`config.mk`:
```
export PLATFORM = sky130hd
export DESIGN_NAME = serial_io_controller
export DESIGN_NICKNAME = d
export VERILOG_FILES = /design/src/rtl/serial_io_controller.sv
export SDC_FILE = /design/constraint.sdc
export NUM_CORES = 1
export LEC_CHECK = 0
export CAP_MARGIN = 10
export CORE_MARGIN = 1.5
export CORE_UTILIZATION = 55
export CTS_CLUSTER_SIZE = 25
export DETAILED_ROUTE_END_ITERATION = 10
export HOLD_SLACK_MARGIN = 0.08
export PLACE_DENSITY = 0.89
export SYNTH_ARGS = -nofsm -noshare
export SYNTH_HDL_FRONTEND = slang
export SYNTH_SLANG_ARGS = --single-unit
```
`constraint.sdc`:
```
create_clock -name clock -period 2.8 [get_ports clock]
set_clock_uncertainty 0.1 [all_clocks]
set_input_delay 0.56 -clock clock [delete_from_list [all_inputs] [get_ports clock]]
set_output_delay 0.56 -clock clock [all_outputs]
set_load 0.01 [all_outputs]
```
`src/rtl/serial_io_controller.sv`:
```
// Serial I/O controller: memory-mapped DATA/STATUS registers in front of a serial device.
// Outbound bytes queue in a TX FIFO and inbound bytes in an RX FIFO, so a single-cycle CPU
// never stalls on device readiness. Each device handshake is a small two-state FSM.

module serial_io_controller #(
  parameter int unsigned DEPTH = 8,
  parameter int unsigned PTR_W = 3
) (
  input  logic        clock,
  input  logic        reset,
  input  logic        addr_in,
  input  logic        re_in,
  input  logic        we_in,
  input  logic [7:0]  writedata_in,
  output logic [31:0] readdata_out,
  input  logic [7:0]  serial_in,
  input  logic        serial_valid_in,
  output logic        serial_rden_out,
  input  logic        serial_ready_in,
  output logic [7:0]  serial_out,
  output logic        serial_wren_out
);

  localparam logic [PTR_W:0]   CntFull = (PTR_W + 1)'(DEPTH);
  localparam logic [PTR_W:0]   CntOne  = (PTR_W + 1)'(1);
  localparam logic [PTR_W-1:0] PtrOne  = PTR_W'(1);

  typedef enum logic {RxIdle, RxAck} rx_state_e;
  typedef enum logic {TxIdle, TxSend} tx_state_e;

  // FIFO storage and bookkeeping
  logic [7:0]       rx_mem_q [DEPTH];
  logic [7:0]       tx_mem_q [DEPTH];
  logic [PTR_W-1:0] rx_wr_ptr_q, rx_rd_ptr_q;
  logic [PTR_W-1:0] tx_wr_ptr_q, tx_rd_ptr_q;
  logic [PTR_W:0]   rx_count_q, rx_count_d;
  logic [PTR_W:0]   tx_count_q, tx_count_d;

  logic rx_underflow_q, tx_overflow_q;

  rx_state_e rx_state_q, rx_state_d;
  tx_state_e tx_state_q, tx_state_d;

  logic rx_empty, rx_full, tx_empty, tx_full;
  logic data_rd, data_wr, status_wr;
  logic cpu_pop, cpu_push;
  logic rx_push, tx_pop;
  logic [7:0] rx_count8, tx_count8;

  assign rx_empty = (rx_count_q == '0);
  assign rx_full  = (rx_count_q == CntFull);
  assign tx_empty = (tx_count_q == '0);
  assign tx_full  = (tx_count_q == CntFull);

  assign data_rd   = re_in & ~addr_in;
  assign data_wr   = we_in & ~addr_in;
  assign status_wr = we_in & addr_in;

  // Fullness/emptiness is judged on the state at cycle start: no same-cycle bypass.
  assign cpu_pop  = data_rd & ~rx_empty;
  assign cpu_push = data_wr & ~tx_full;

  assign rx_count8 = 8'(rx_count_q);
  assign tx_count8 = 8'(tx_count_q);

  // RX handshake: accept a byte when there is room, then acknowledge it for one cycle
  always_comb begin
    rx_state_d      = rx_state_q;
    rx_push         = 1'b0;
    serial_rden_out = 1'b0;
    case (rx_state_q)
      RxIdle: begin
        if (serial_valid_in && !rx_full) begin
          rx_push    = 1'b1;
          rx_state_d = RxAck;
        end
      end
      RxAck: begin
        serial_rden_out = 1'b1;
        rx_state_d      = RxIdle;
      end
    endcase
  end

  // TX handshake: launch the FIFO head when the device is ready, then strobe for one cycle
  always_comb begin
    tx_state_d      = tx_state_q;
    tx_pop          = 1'b0;
    serial_wren_out = 1'b0;
    case (tx_state_q)
      TxIdle: begin
        if (!tx_empty && serial_ready_in) begin
          tx_pop     = 1'b1;
          tx_state_d = TxSend;
        end
      end
      TxSend: begin
        serial_wren_out = 1'b1;
        tx_state_d      = TxIdle;
      end
    endcase
  end

  // Occupancy next-state: a simultaneous push and pop leaves the count unchanged
  always_comb begin
    rx_count_d = rx_count_q;
    case ({rx_push, cpu_pop})
      2'b10:   rx_count_d = rx_count_q + CntOne;
      2'b01:   rx_count_d = rx_count_q - CntOne;
      default: rx_count_d = rx_count_q;
    endcase
    tx_count_d = tx_count_q;
    case ({cpu_push, tx_pop})
      2'b10:   tx_count_d = tx_count_q + CntOne;
      2'b01:   tx_count_d = tx_count_q - CntOne;
      default: tx_count_d = tx_count_q;
    endcase
  end

  // FSM state registers
  always_ff @(posedge clock or posedge reset) begin
    if (reset) begin
      rx_state_q <= RxIdle;
      tx_state_q <= TxIdle;
    end else begin
      rx_state_q <= rx_state_d;
      tx_state_q <= tx_state_d;
    end
  end

  // FIFO pointers and counts; reset discards any buffered bytes
  always_ff @(posedge clock or posedge reset) begin
    if (reset) begin
      rx_wr_ptr_q <= '0;
      rx_rd_ptr_q <= '0;
      rx_count_q  <= '0;
      tx_wr_ptr_q <= '0;
      tx_rd_ptr_q <= '0;
      tx_count_q  <= '0;
    end else begin
      if (rx_push)  rx_wr_ptr_q <= rx_wr_ptr_q + PtrOne;
      if (cpu_pop)  rx_rd_ptr_q <= rx_rd_ptr_q + PtrOne;
      if (cpu_push) tx_wr_ptr_q <= tx_wr_ptr_q + PtrOne;
      if (tx_pop)   tx_rd_ptr_q <= tx_rd_ptr_q + PtrOne;
      rx_count_q <= rx_count_d;
      tx_count_q <= tx_count_d;
    end
  end

  // FIFO data arrays; contents are don't-care until the pointers say otherwise
  always_ff @(posedge clock) begin
    if (rx_push)  rx_mem_q[rx_wr_ptr_q] <= serial_in;
    if (cpu_push) tx_mem_q[tx_wr_ptr_q] <= writedata_in;
  end

  // Sticky error flags, cleared by any STATUS write
  always_ff @(posedge clock or posedge reset) begin
    if (reset) begin
      rx_underflow_q <= 1'b0;
      tx_overflow_q  <= 1'b0;
    end else if (status_wr) begin
      rx_underflow_q <= 1'b0;
      tx_overflow_q  <= 1'b0;
    end else begin
      if (data_rd && rx_empty) rx_underflow_q <= 1'b1;
      if (data_wr && tx_full)  tx_overflow_q  <= 1'b1;
    end
  end

  // Outbound byte register; holds its last value between transfers
  always_ff @(posedge clock or posedge reset) begin
    if (reset) begin
      serial_out <= 8'h00;
    end else if (tx_pop) begin
      serial_out <= tx_mem_q[tx_rd_ptr_q];
    end
  end

  // CPU read mux; an empty RX reads as zero
  always_comb begin
    readdata_out = 32'h0000_0000;
    if (addr_in) begin
      readdata_out = {8'h00, tx_count8, rx_count8, 2'b00, rx_underflow_q, tx_overflow_q,
                      tx_full, tx_empty, rx_full, rx_empty};
    end else if (!rx_empty) begin
      readdata_out = {24'h00_0000, rx_mem_q[rx_rd_ptr_q]};
    end
  end

endmodule

```
## Word-level counts from Yosys, hierarchy flattened

Memory sizes are Yosys's and may differ from the RTL's. A register that Yosys moved wholly into a read port is not among the register bits.
Cells that the tools add are included.

- $add $sub $neg: 8
- Equal/unequal tests: 6
- Muxes and demuxes: 20
- Bitwise gates (word level): 10
- Reduce and logical (&&, ||, !) cells: 12

Operators by type and width:

| kind | number |
|---|---|
| $mux 20 | 1 |
| $pmux 4 s2 | 2 |
| $mux 1 | 14 |
| $add 3x1->3 const B | 4 |
| $add 4x1->4 const B | 2 |
| $eq 4x4->1 const B | 2 |
| $logic_not 4->1 | 2 |
| $mux 8 | 1 |
| $reduce_bool 2->1 | 4 |
| $sub 4x1->4 const B | 2 |
| $and 1x1->1 | 5 |
| $not 1->1 | 5 |
| $eq 2x1->1 const B | 2 |
| $eq 2x2->1 const B | 2 |
| $logic_and 1x1->1 | 4 |
| $pmux 1 s2 | 2 |
| $logic_not 1->1 | 2 |

- Register bits after elaboration: 24
- Memory bits (writable): 128
- Input port bits: 23
- Output and inout port bits: 42
- Logic and storage cells: 68
- Memories: 2

Memory list:

| name | depth | width | read ports | clocked after Yosys merged registers in | wr ports | RTL line | text |
|---|---|---|---|---|---|---|---|
| rx_mem_q | 8 | 8 | 1 | 0 | 1 | 32 | `logic [7:0] rx_mem_q [DEPTH];` |
| tx_mem_q | 8 | 8 | 1 | 1 | 1 | 33 | `logic [7:0] tx_mem_q [DEPTH];` |

## Logic depth before layout (Yosys ltp)

Gate-level depths: netlist of run 1.

- Depth in word-level cells: 7
- Gate-level depth with buffers: 12
- Depth with buffers taken out: 11

## Least setup slack after synthesis of run 1

Ideal clock, no wire load.

- Path type: register -> register
- Start: reg rx_count_q[1]
- End: reg rx_count_q[2]
- Library setup time: 0.129 ns
- Arrival time: 2.164 ns
- Data required time: 2.571 ns
- Setup slack: 0.407 ns
- Stages on the path, launching flop included: 13
- Path buffers: 1
- Period minus slack after synthesis: 2.393 ns
- Path through: dfrtp_1 -> buf_2 -> nor4_2 -> nor2_1 -> nand2_2 -> inv_1 -> ha_1 -> xor2_1 -> ha_1 -> a21oi_1 -> xor2_1 -> nor2_1 -> xor2_1

- Elaborated cells between the ends (all ways): 14
- Classes of those cells: add/sub: 2; eq/ne: 3; mux: 3; bitwise: 2; reduce/logical: 4

RTL lines:

| item | RTL line | text |
|---|---|---|
| start: declaration | 36 | `logic [PTR_W:0] rx_count_q, rx_count_d;` |
| start signal: assignment | 145 | `rx_count_q <= rx_count_d;` |
| $logic_not 4->1 * | 50 | `assign rx_empty = (rx_count_q == '0);` |
| $not 1->1 * | 60 | `assign cpu_pop = data_rd & ~rx_empty;` |
| $and 1x1->1 * | 60 |  |
| via cpu_pop | 46 | `logic cpu_pop, cpu_push;` |
| $eq 2x1->1 / $eq 2x2->1 (equally long branches) | 107 | `case ({rx_push, cpu_pop})` |
| $pmux 4 s2 / $reduce_bool 2->1 (equally long branches) | n/a |  |

Mark *: on every way through the listed nets, which the timed path passes. The rest lies on a longest branch.
A chain may end at the register's enable or synchronous reset.

## Worst setup path in the final report of run 1

- Start: reg rx_rd_ptr_q[0]
- End: out readdata_out[1]

- Word-level cells in the longest chain between the ends: 3

RTL lines:

| item | RTL line | text |
|---|---|---|
| start: declaration | 34 | `logic [PTR_W-1:0] rx_wr_ptr_q, rx_rd_ptr_q;` |
| start signal: assignment | 142 | `if (cpu_pop) rx_rd_ptr_q <= rx_rd_ptr_q + PtrOne;` |
| $mem_v2 8x8 | n/a |  |
| $mux 8 | 185 | `end else if (!rx_empty) begin` |
| $mux 20 | 182 | `if (addr_in) begin` |
| end: declaration | 15 | `output logic [31:0] readdata_out,` |

Every way passes these cells.

==> results of run 1 <==
-- per-stage QoR --
stage | area, µm² | setup slack (ns)
finish | 8330 | 0.0867
global route | 8330 | 0.0129
CTS | 8370 | 0.00694
detailed placement | 7640 | -0.228
global placement | 7640 | -0.176
floorplan | 6900 | 0.407
-- worst min-delay path, stage by stage --
cell	delay (ns)
sky130_fd_sc_hd__clkdlybuf4s50_1	0.39
sky130_fd_sc_hd__inv_1	0.05
sky130_fd_sc_hd__buf_4	0.37
-- cell type report --
type | instances | area, µm² | share of cell area (%)
inverter | 13 | 48.8 | 0.586
clock buffer | 18 | 429 | 5.15
sequential | 160 | 4650 | 55.8
multi-input combinational | 252 | 1980 | 23.8
tap | 168 | 210 | 2.52
timing repair buffer | 92 | 827 | 9.93
clock inverter | 14 | 185 | 2.22
-- cells in the final DEF, fill, tap and decap left out, types with 3 or more instances in the layout --
cell and count:
sky130_fd_sc_hd__o22ai_1 3, sky130_fd_sc_hd__mux2i_1 39, sky130_fd_sc_hd__conb_1 16, sky130_fd_sc_hd__clkbuf_2 4, sky130_fd_sc_hd__edfxtp_1 128, sky130_fd_sc_hd__a211oi_1 4
sky130_fd_sc_hd__o21ai_1 8, sky130_fd_sc_hd__mux2_1 3, sky130_fd_sc_hd__nor2_1 17, sky130_fd_sc_hd__a21oi_1 4, sky130_fd_sc_hd__nand2b_1 10, sky130_fd_sc_hd__ha_1 10
sky130_fd_sc_hd__nor2b_2 3, sky130_fd_sc_hd__clkinv_1 4, sky130_fd_sc_hd__clkdlybuf4s50_1 40, sky130_fd_sc_hd__mux4_2 9, sky130_fd_sc_hd__bufinv_16 4, sky130_fd_sc_hd__and2_1 9
sky130_fd_sc_hd__a22oi_1 16, sky130_fd_sc_hd__nor2b_1 11, sky130_fd_sc_hd__nand3_1 12, sky130_fd_sc_hd__inv_1 11, sky130_fd_sc_hd__inv_6 3, sky130_fd_sc_hd__buf_6 3
sky130_fd_sc_hd__xor2_1 8, sky130_fd_sc_hd__xnor2_1 10, sky130_fd_sc_hd__nor3_1 7, sky130_fd_sc_hd__o41ai_2 4, sky130_fd_sc_hd__nand2_1 24, sky130_fd_sc_hd__clkbuf_16 17
sky130_fd_sc_hd__buf_4 39, sky130_fd_sc_hd__dfrtp_1 30
-- cell usage after synthesis (3+ instances only) --
master,count,area (µm²)
sky130_fd_sc_hd__xor2_1,8,70.1
sky130_fd_sc_hd__edfxtp_1,128,3840
sky130_fd_sc_hd__nor3_1,7,35.0
sky130_fd_sc_hd__xnor2_1,10,87.6
sky130_fd_sc_hd__nor2b_1,14,87.6
sky130_fd_sc_hd__inv_1,11,41.3
sky130_fd_sc_hd__a211oi_1,4,30.0
sky130_fd_sc_hd__buf_2,7,35.0
sky130_fd_sc_hd__mux2i_1,40,400
sky130_fd_sc_hd__mux4_2,9,203
sky130_fd_sc_hd__a22oi_1,16,120
sky130_fd_sc_hd__nand2_1,24,90.1
sky130_fd_sc_hd__nand3_1,12,60.1
sky130_fd_sc_hd__o41ai_2,4,65.1
sky130_fd_sc_hd__and2_1,9,56.3
sky130_fd_sc_hd__nor2_1,17,63.8
sky130_fd_sc_hd__o22ai_1,3,18.8
sky130_fd_sc_hd__mux2_1,3,33.8
sky130_fd_sc_hd__o21ai_1,8,40.0
sky130_fd_sc_hd__nand2b_1,10,62.6
sky130_fd_sc_hd__a21oi_1,4,20.0
sky130_fd_sc_hd__ha_1,10,125
sky130_fd_sc_hd__buf_6,3,33.8
sky130_fd_sc_hd__buf_1,4,15.0
sky130_fd_sc_hd__a2111oi_0,3,26.3
sky130_fd_sc_hd__buf_4,20,150
sky130_fd_sc_hd__dfrtp_1,32,801
-- cells by family (layout without fill, tap and decap cells) --
logic type / Yosys count / in the layout / share of synthesized area [%]
XOR/XNOR: 18 / 18 / 2.30
adder cells (fa/ha/maj): 10 / 10 / 1.83
AND/OR/NAND/NOR: 102 / 102 / 7.97
AO/OA/AOI/OAI: 52 / 52 / 5.83
multiplexers: 54 / 54 / 9.64
buffers and inverters: 49 / 137 / 4.48
other: 1 / 16 / 0.0548
flip-flops: 160 / 160 / 67.9
-- worst paths after layout --
| check | to | slack, ns | depth (start not counted) |
|---|---|---|---|
| setup / recovery | readdata_out[1] | 0.09 | 6 |
| hold / removal | tx_state_q$_DFF_PP0_ | 0.43 | 3 |
| setup reg to reg | rx_count_q[2]$_DFFE_PP0P_ | 0.21 | 13 |
| hold reg to reg | serial_out[7]$_DFFE_PP0P_ | 0.43 | 2 |
| max in group asynchronous | rx_rd_ptr_q[0]$_DFFE_PP0P_ | 1.83 | 3 |
| min in group clock | serial_out[7]$_DFFE_PP0P_ | 0.43 | 2 |
-- state kept, by name, summed over array words and instances, names as in the netlist --
signal          cells
rx_wr_ptr_q         3
rx_underflow_q      1
tx_wr_ptr_q         3
tx_rd_ptr_q         3
serial_out          8
tx_count_q          4
rx_state_q          1
tx_overflow_q       1
rx_mem_q           64
rx_rd_ptr_q         3
tx_state_q          1
rx_count_q          4
tx_mem_q           64
-- metal layers --
layer  wire [µm]  part of all wire, %  track usage, %
met2        7470                   54            39.2
met4         256                  1.9            9.92
met3         689                  5.0            4.98
met1        5330                   39            27.5
met5           0                    0               0
-- power breakdown --
part,internal (mW),switching (mW),leakage [nW],total (mW)
sequential,2.99,0.358,1.54,3.34
combinational,1.38,1.43,1.29,2.80
clock,1.49,0.907,0.297,2.40
-- timing repair --
| action | CTS | global route |
|---|---|---|
| resized for setup | 31 | 7 |
| cloned | 2 | 0 |
| pin swaps | 0 | 1 |
| hold buffers | 0 | 0 |
| endpoints found under the setup margin | 8 | 5 |
| setup buffers | 4 | 0 |
==> qor.log, run 1 <==
INFO  cts            clock_tree.buffer_depth=2
INFO  cells_and_area layout-drive-gt1-share=20.2%
INFO  worst_setup_path endpoint_kind=output port
INFO  cts            cts_num_sinks=160
INFO  worst_setup_path start_of_the_worst_register_to_register_path=rx_count_q[0]$_DFFE_PP0P_
INFO  worst_setup_path worst-path-buf-inv=3
INFO  worst_setup_path cp-startpoint=rx_rd_ptr_q[0]$_DFFE_PP0P_
INFO  cells_and_area areaGrowthSynthToFinish=21.7%
INFO  worst_setup_path timing.setup.critical_path_class=flop to output port
INFO  drt            first_pass_iters=4
INFO  logic_synthesis number_of_enable_flip_flop_cells_after_synthesis=128
INFO  sta            timing.final.hold_violations=0
INFO  logic_synthesis seq_area_frac_synth=67.9%
INFO  logic_synthesis yosys_warnings=0
INFO  cts            cts_buffers=17
INFO  drt            ant_nets=0
INFO  logic_synthesis syn-instance-count=446
INFO  floorplanning  core=12100µm²
INFO  worst_setup_path kind_of_cell_adding_the_most_delay_to_the_critical_path=buffers and inverters
INFO  global_routing largest_net_degree_at_the_start_of_global_routing=35
INFO  cts            tritoncts=done
INFO  logic_synthesis postSynthRegisterBits=160
INFO  logic_synthesis netlist_area=6840µm²
INFO  sta            max_freq=369MHz
INFO  worst_setup_path crit_chain=buf_12 > buf_4 > mux4_2 > nor2b_2 > o41ai_2 > buf_2
INFO  sta            setup_viol=0
INFO  logic_synthesis ys_async_sr_fraction=20.0%
INFO  power          ir_worst_vdd=0.614mV
INFO  floorplanning  dieHeight=115µm
INFO  global_routing grt_antenna_before_repair=0
INFO  logic_synthesis top_ff_cell_synth=sky130_fd_sc_hd__edfxtp_1
INFO  drt            drt-initial-drc-count=334
INFO  cells_and_area antennaDiodeCount=0
INFO  worst_setup_path cell_type_of_the_slowest_stage_on_the_worst_timing_path=sky130_fd_sc_hd__dfrtp_2
INFO  worst_setup_path worst-endpoint-arrival=2.05ns
INFO  cts            cts_h_tree_lvls=4
INFO  global_routing first_global_vias=4092
INFO  global_routing grt_util_all_layers=22.7%
INFO  cells_and_area final_core_util=69.0%
INFO  worst_setup_path worst-path-max-fanout=4
INFO  worst_setup_path required_time_of_the_worst_setup_path=2.14ns
INFO  hold_path      min_path_type=input port to asynchronous set/reset pin
INFO  floorplanning  design.die.area=13100µm²
INFO  worst_setup_path critical-path-max-stage-delay=0.45ns
INFO  cells_and_area fin_cells=717
INFO  sta            number_of_slew_limit_violations_in_the_final_report=0
INFO  drt            avgRoutedWirePerCell=19.2µm
INFO  placement      io_buffers=48
INFO  sta            slew_headroom=51.2%
INFO  floorplanning  std_cell_rows=40
INFO  drt            vias_per_cell=5.53
INFO  logic_synthesis ys_types=46
INFO  outcome        run_status=finished clean
INFO  cts            worstSkewPairLatency=0.41ns
INFO  cells_and_area fillers=742
INFO  floorplanning  start_util=56.7%
INFO  sta            whs=0.428ns
INFO  placement      detailedPlacementHpwl=8.64mm
INFO  sta            worst_slew_pin_slew=0.731ns
INFO  floorplanning  die_w=115µm
INFO  cells_and_area final_net_count=569
INFO  power          power_density=1030nW/µm²
INFO  power          leak_pwr=3.12nW
INFO  global_routing global_route_wire_length_before_repair=21.7mm
INFO  flow_run       drv.max_cap_violation_count=0
INFO  sta            fin_crit=2.71ns
INFO  cts            root_buffer=sky130_fd_sc_hd__clkbuf_16
INFO  logic_synthesis synth_area_per_cell=15.3µm²
INFO  drt            remaining_drcs=0
INFO  sta            fin_tns_setup=0ns
INFO  sta            rsz_0062_raised_after_global_routing=false
INFO  cts            worst_path_clk_slew=0.06ns
INFO  sta            final_min_period_over_clock_period=96.9%
INFO  placement      globalplace.congestion=0.796
INFO  drt            route.final.wire_length=13.7mm
INFO  global_routing global_route.overflow_total=0
INFO  power          p_total=8.54mW
INFO  floorplanning  floorplan.io_pins=65
INFO  drt            num_vias=3965
INFO  worst_setup_path critPathLaunchType=flop
INFO  placement      place.detailed.instances=680
Note: power is estimated with default switching activity, not from simulation.
==> run 2, diff against run 1 <==
--- a/config.mk
+++ b/config.mk
@@ -6,6 +6,7 @@
 export NUM_CORES = 1
 export LEC_CHECK = 0
 export CAP_MARGIN = 10
+export CORE_ASPECT_RATIO = 1.4
 export CORE_MARGIN = 1.5
 export CORE_UTILIZATION = 55
 export CTS_CLUSTER_SIZE = 25
==> constraint.sdc (replaced) <==
create_clock -name clock -period 3.3 [get_ports clock]
set_clock_uncertainty 0.1 [all_clocks]
set_input_delay 0.66 -clock clock [delete_from_list [all_inputs] [get_ports clock]]
set_output_delay 0.66 -clock clock [all_outputs]
set_load 0.01 [all_outputs]
==> run 2 against run 1 <==
Compared with the run above:
- non-clock buffer count is 15 lower
- combinational power is 21% lower
- critical path depth is 1 lower
- wire length is 2.0% higher
- first-iteration DRC count is 25% lower
- hold slack worse by 0.0045 ns
- global-route usage is 0.50 points lower
- sequential share of layout area is 1.5 points higher
- clock power is 23% lower
- via count is 0.58% lower
- total power is 19% lower
==> qor.log, run 2 (synthesized netlist as in run 1, its figures left out) <==
INFO  cts            root_buffer=sky130_fd_sc_hd__clkbuf_16 [unchanged]
INFO  sta            worst_slew_pin_slew=0.831ns [was 0.731 ns]
INFO  cells_and_area antennaDiodeCount=0 [unchanged]
INFO  sta            slew_headroom=44.5% [was 51.2%]
INFO  cells_and_area fin_cells=684 [was 717]
INFO  global_routing largest_net_degree_at_the_start_of_global_routing=35 [unchanged]
INFO  floorplanning  core=12300µm² [was 12100 µm²]
INFO  placement      detailedPlacementHpwl=9.46mm [was 8.64 mm]
INFO  hold_path      min_path_type=flop to flop [was input port to asynchronous set/reset pin]
INFO  sta            whs=0.423ns [was 0.428 ns]
INFO  cts            cts_num_sinks=160 [unchanged]
INFO  drt            num_vias=3942 [was 3965]
INFO  worst_setup_path worst-endpoint-arrival=2.45ns [was 2.05 ns]
INFO  worst_setup_path critPathLaunchType=flop [unchanged]
INFO  global_routing first_global_vias=4067 [was 4092]
INFO  cts            cts_buffers=17 [unchanged]
INFO  cts            tritoncts=done [unchanged]
INFO  placement      place_area=7530µm² [was 7640 µm²]
INFO  sta            rsz_0062_raised_after_global_routing=false [unchanged]
INFO  power          power_density=855nW/µm² [was 1030 nW/µm²]
INFO  cells_and_area fillers=840 [was 742]
INFO  floorplanning  dieHeight=135µm [was 115 µm]
INFO  cells_and_area layout_commonest_cell=sky130_fd_sc_hd__edfxtp_1 [unchanged]
INFO  global_routing global_route.overflow_total=0 [unchanged]
INFO  worst_setup_path endpoint_kind=output port [unchanged]
INFO  placement      place.detailed.instances=651 [was 680]
INFO  worst_setup_path required_time_of_the_worst_setup_path=2.54ns [was 2.14 ns]
INFO  global_routing global_route_wire_length_before_repair=21.7mm [about the same]
INFO  global_routing grt_util_all_layers=22.2% [was 22.7%]
INFO  floorplanning  start_util=55.8% [was 56.7%]
INFO  drt            drt-initial-drc-count=252 [was 334]
INFO  drt            route.final.wire_length=14.0mm [was 13.7 mm]
INFO  floorplanning  floorplan.io_pins=65 [unchanged]
INFO  outcome        run_status=finished clean [unchanged]
INFO  cts            worst_path_clk_slew=0.06ns [about the same]
INFO  cts            cts_h_tree_lvls=4 [unchanged]
INFO  power          leak_pwr=2.99nW [was 3.12 nW]
INFO  sta            number_of_slew_limit_violations_in_the_final_report=0 [unchanged]
INFO  worst_setup_path timing.setup.critical_path_class=flop to output port [unchanged]
INFO  floorplanning  die_w=97.3µm [was 115 µm]
INFO  cells_and_area areaGrowthSynthToFinish=18.6% [was 21.7%]
INFO  placement      io_buffers=48 [unchanged]
INFO  drt            remaining_drcs=0 [unchanged]
INFO  cells_and_area mostFrequentLayoutCells=sky130_fd_sc_hd__edfxtp_1, sky130_fd_sc_hd__clkdlybuf4s50_1, sky130_fd_sc_hd__mux2i_1, sky130_fd_sc_hd__dfrtp_1, sky130_fd_sc_hd__buf_4 [was sky130_fd_sc_hd__edfxtp_1, sky130_fd_sc_hd__clkdlybuf4s50_1, sky130_fd_sc_hd__mux2i_1, sky130_fd_sc_hd__buf_4, sky130_fd_sc_hd__dfrtp_1]
INFO  sta            setup_viol=0 [unchanged]
INFO  flow_run       drv.max_cap_violation_count=0 [unchanged]
INFO  drt            avgRoutedWirePerCell=20.5µm [was 19.2 µm]
INFO  sta            fin_tns_setup=0ns [unchanged]
INFO  sta            max_freq=312MHz
INFO  sta            final_min_period_over_clock_period=97.2%
INFO  floorplanning  design.die.area=13100µm² [about the same]
INFO  cts            clock_tree.buffer_depth=2 [unchanged]
INFO  drt            first_pass_iters=5 [was 4]
INFO  cells_and_area layout-drive-gt1-share=16.5% [was 20.2%]
INFO  cells_and_area final_net_count=554 [was 569]
INFO  worst_setup_path worst-path-max-fanout=6 [was 4]
INFO  drt            ant_nets=0 [unchanged]
INFO  power          ir_worst_vdd=0.484mV [was 0.614 mV]
INFO  cts            worstSkewPairLatency=0.42ns [was 0.41 ns]
INFO  cells_and_area stdcell_area=8120µm² [was 8330 µm²]
INFO  cells_and_area layout_top_registers=rx_mem_q: 64 flops, tx_mem_q: 64 flops, serial_out: 8 flops [unchanged]
INFO  sta            timing.final.hold_violations=0 [unchanged]
INFO  floorplanning  std_cell_rows=48 [was 40]
INFO  global_routing grt_antenna_before_repair=0 [unchanged]
INFO  sta            fin_crit=3.21ns
INFO  drt            vias_per_cell=5.76 [was 5.53]
INFO  placement      globalplace.congestion=0.867 [was 0.796]
run 2: worst paths after layout:
check	startpoint	end	slack, ns	cells past startpoint
setup / recovery	rx_rd_ptr_q[0]$_DFFE_PP0P_	readdata_out[5]	0.09	5
hold / removal	serial_out[3]$_DFFE_PP0P_	serial_out[3]$_DFFE_PP0P_	0.42	2
setup reg to reg	rx_count_q[0]$_DFFE_PP0P_	rx_count_q[2]$_DFFE_PP0P_	0.63	11
hold reg to reg	serial_out[3]$_DFFE_PP0P_	serial_out[3]$_DFFE_PP0P_	0.42	2
max in group asynchronous	reset	rx_rd_ptr_q[1]$_DFFE_PP0P_	1.86	3
min in group asynchronous	reset	serial_out[6]$_DFFE_PP0P_	0.54	2
run 2: power breakdown:
part	switching, mW	internal (mW)	leakage [nW]
clock	0.796	1.04	0.267
sequential	0.345	2.53	1.54
combinational	1.13	1.09	1.18
run 2: routing by layer:
layer,vias up,routed length [µm],global-route usage (%)
li1,1791,-,-
met1,1977,5050,24.1
met2,135,7900,41.5
met3,39,664,4.50
met4,0,399,10.3
met5,-,0,0
run 2: area by class of cell:
type / instances / area (µm²) / share of cell area [%]
multi-input cells: 252 / 1950 / 24.0
clock buffers: 17 / 425 / 5.24
repair buffers: 77 / 723 / 8.91
well taps: 150 / 188 / 2.31
flip-flops and latches: 160 / 4650 / 57.3
clock inverters: 15 / 133 / 1.63
inverters: 13 / 48.8 / 0.601
run 2: per-stage QoR:
stage	utilization (%)	setup WS, ns	total power [mW]
final	66.2	0.0927	6.94
after global routing	66.2	0.0395	7.24
after CTS	66.1	0.00539	6.94
after detailed placement	61.5	-0.000467	5.08
after global placement	61.5	-0.00217	4.93
after floorplan	-	0.907	4.32
run 2: what timing repair did:
item,CTS,global route
resized for setup,2,2
buffers inserted,0,1
hold buffers,0,0
setup endpoints to repair,8,2
run 2: worst max-delay path, cell delays in order (launching register included):
cell and delay (ns):
sky130_fd_sc_hd__dfrtp_2 0.51, sky130_fd_sc_hd__buf_4 0.20, sky130_fd_sc_hd__mux4_2 0.49, sky130_fd_sc_hd__o2111ai_1 0.22, sky130_fd_sc_hd__nand2_1 0.10, sky130_fd_sc_hd__clkdlybuf4s50_1 0.50
==> run 3, diff against run 2 <==
--- a/config.mk
+++ b/config.mk
@@ -11,7 +11,7 @@
 export CORE_UTILIZATION = 55
 export CTS_CLUSTER_SIZE = 25
 export DETAILED_ROUTE_END_ITERATION = 10
-export HOLD_SLACK_MARGIN = 0.08
+export HOLD_SLACK_MARGIN = 0.15
 export PLACE_DENSITY = 0.89
 export SYNTH_ARGS = -nofsm -noshare
 export SYNTH_HDL_FRONTEND = slang
==> results of run 3 <==
Final layout, timing and power as in run 2 (identical DEF).
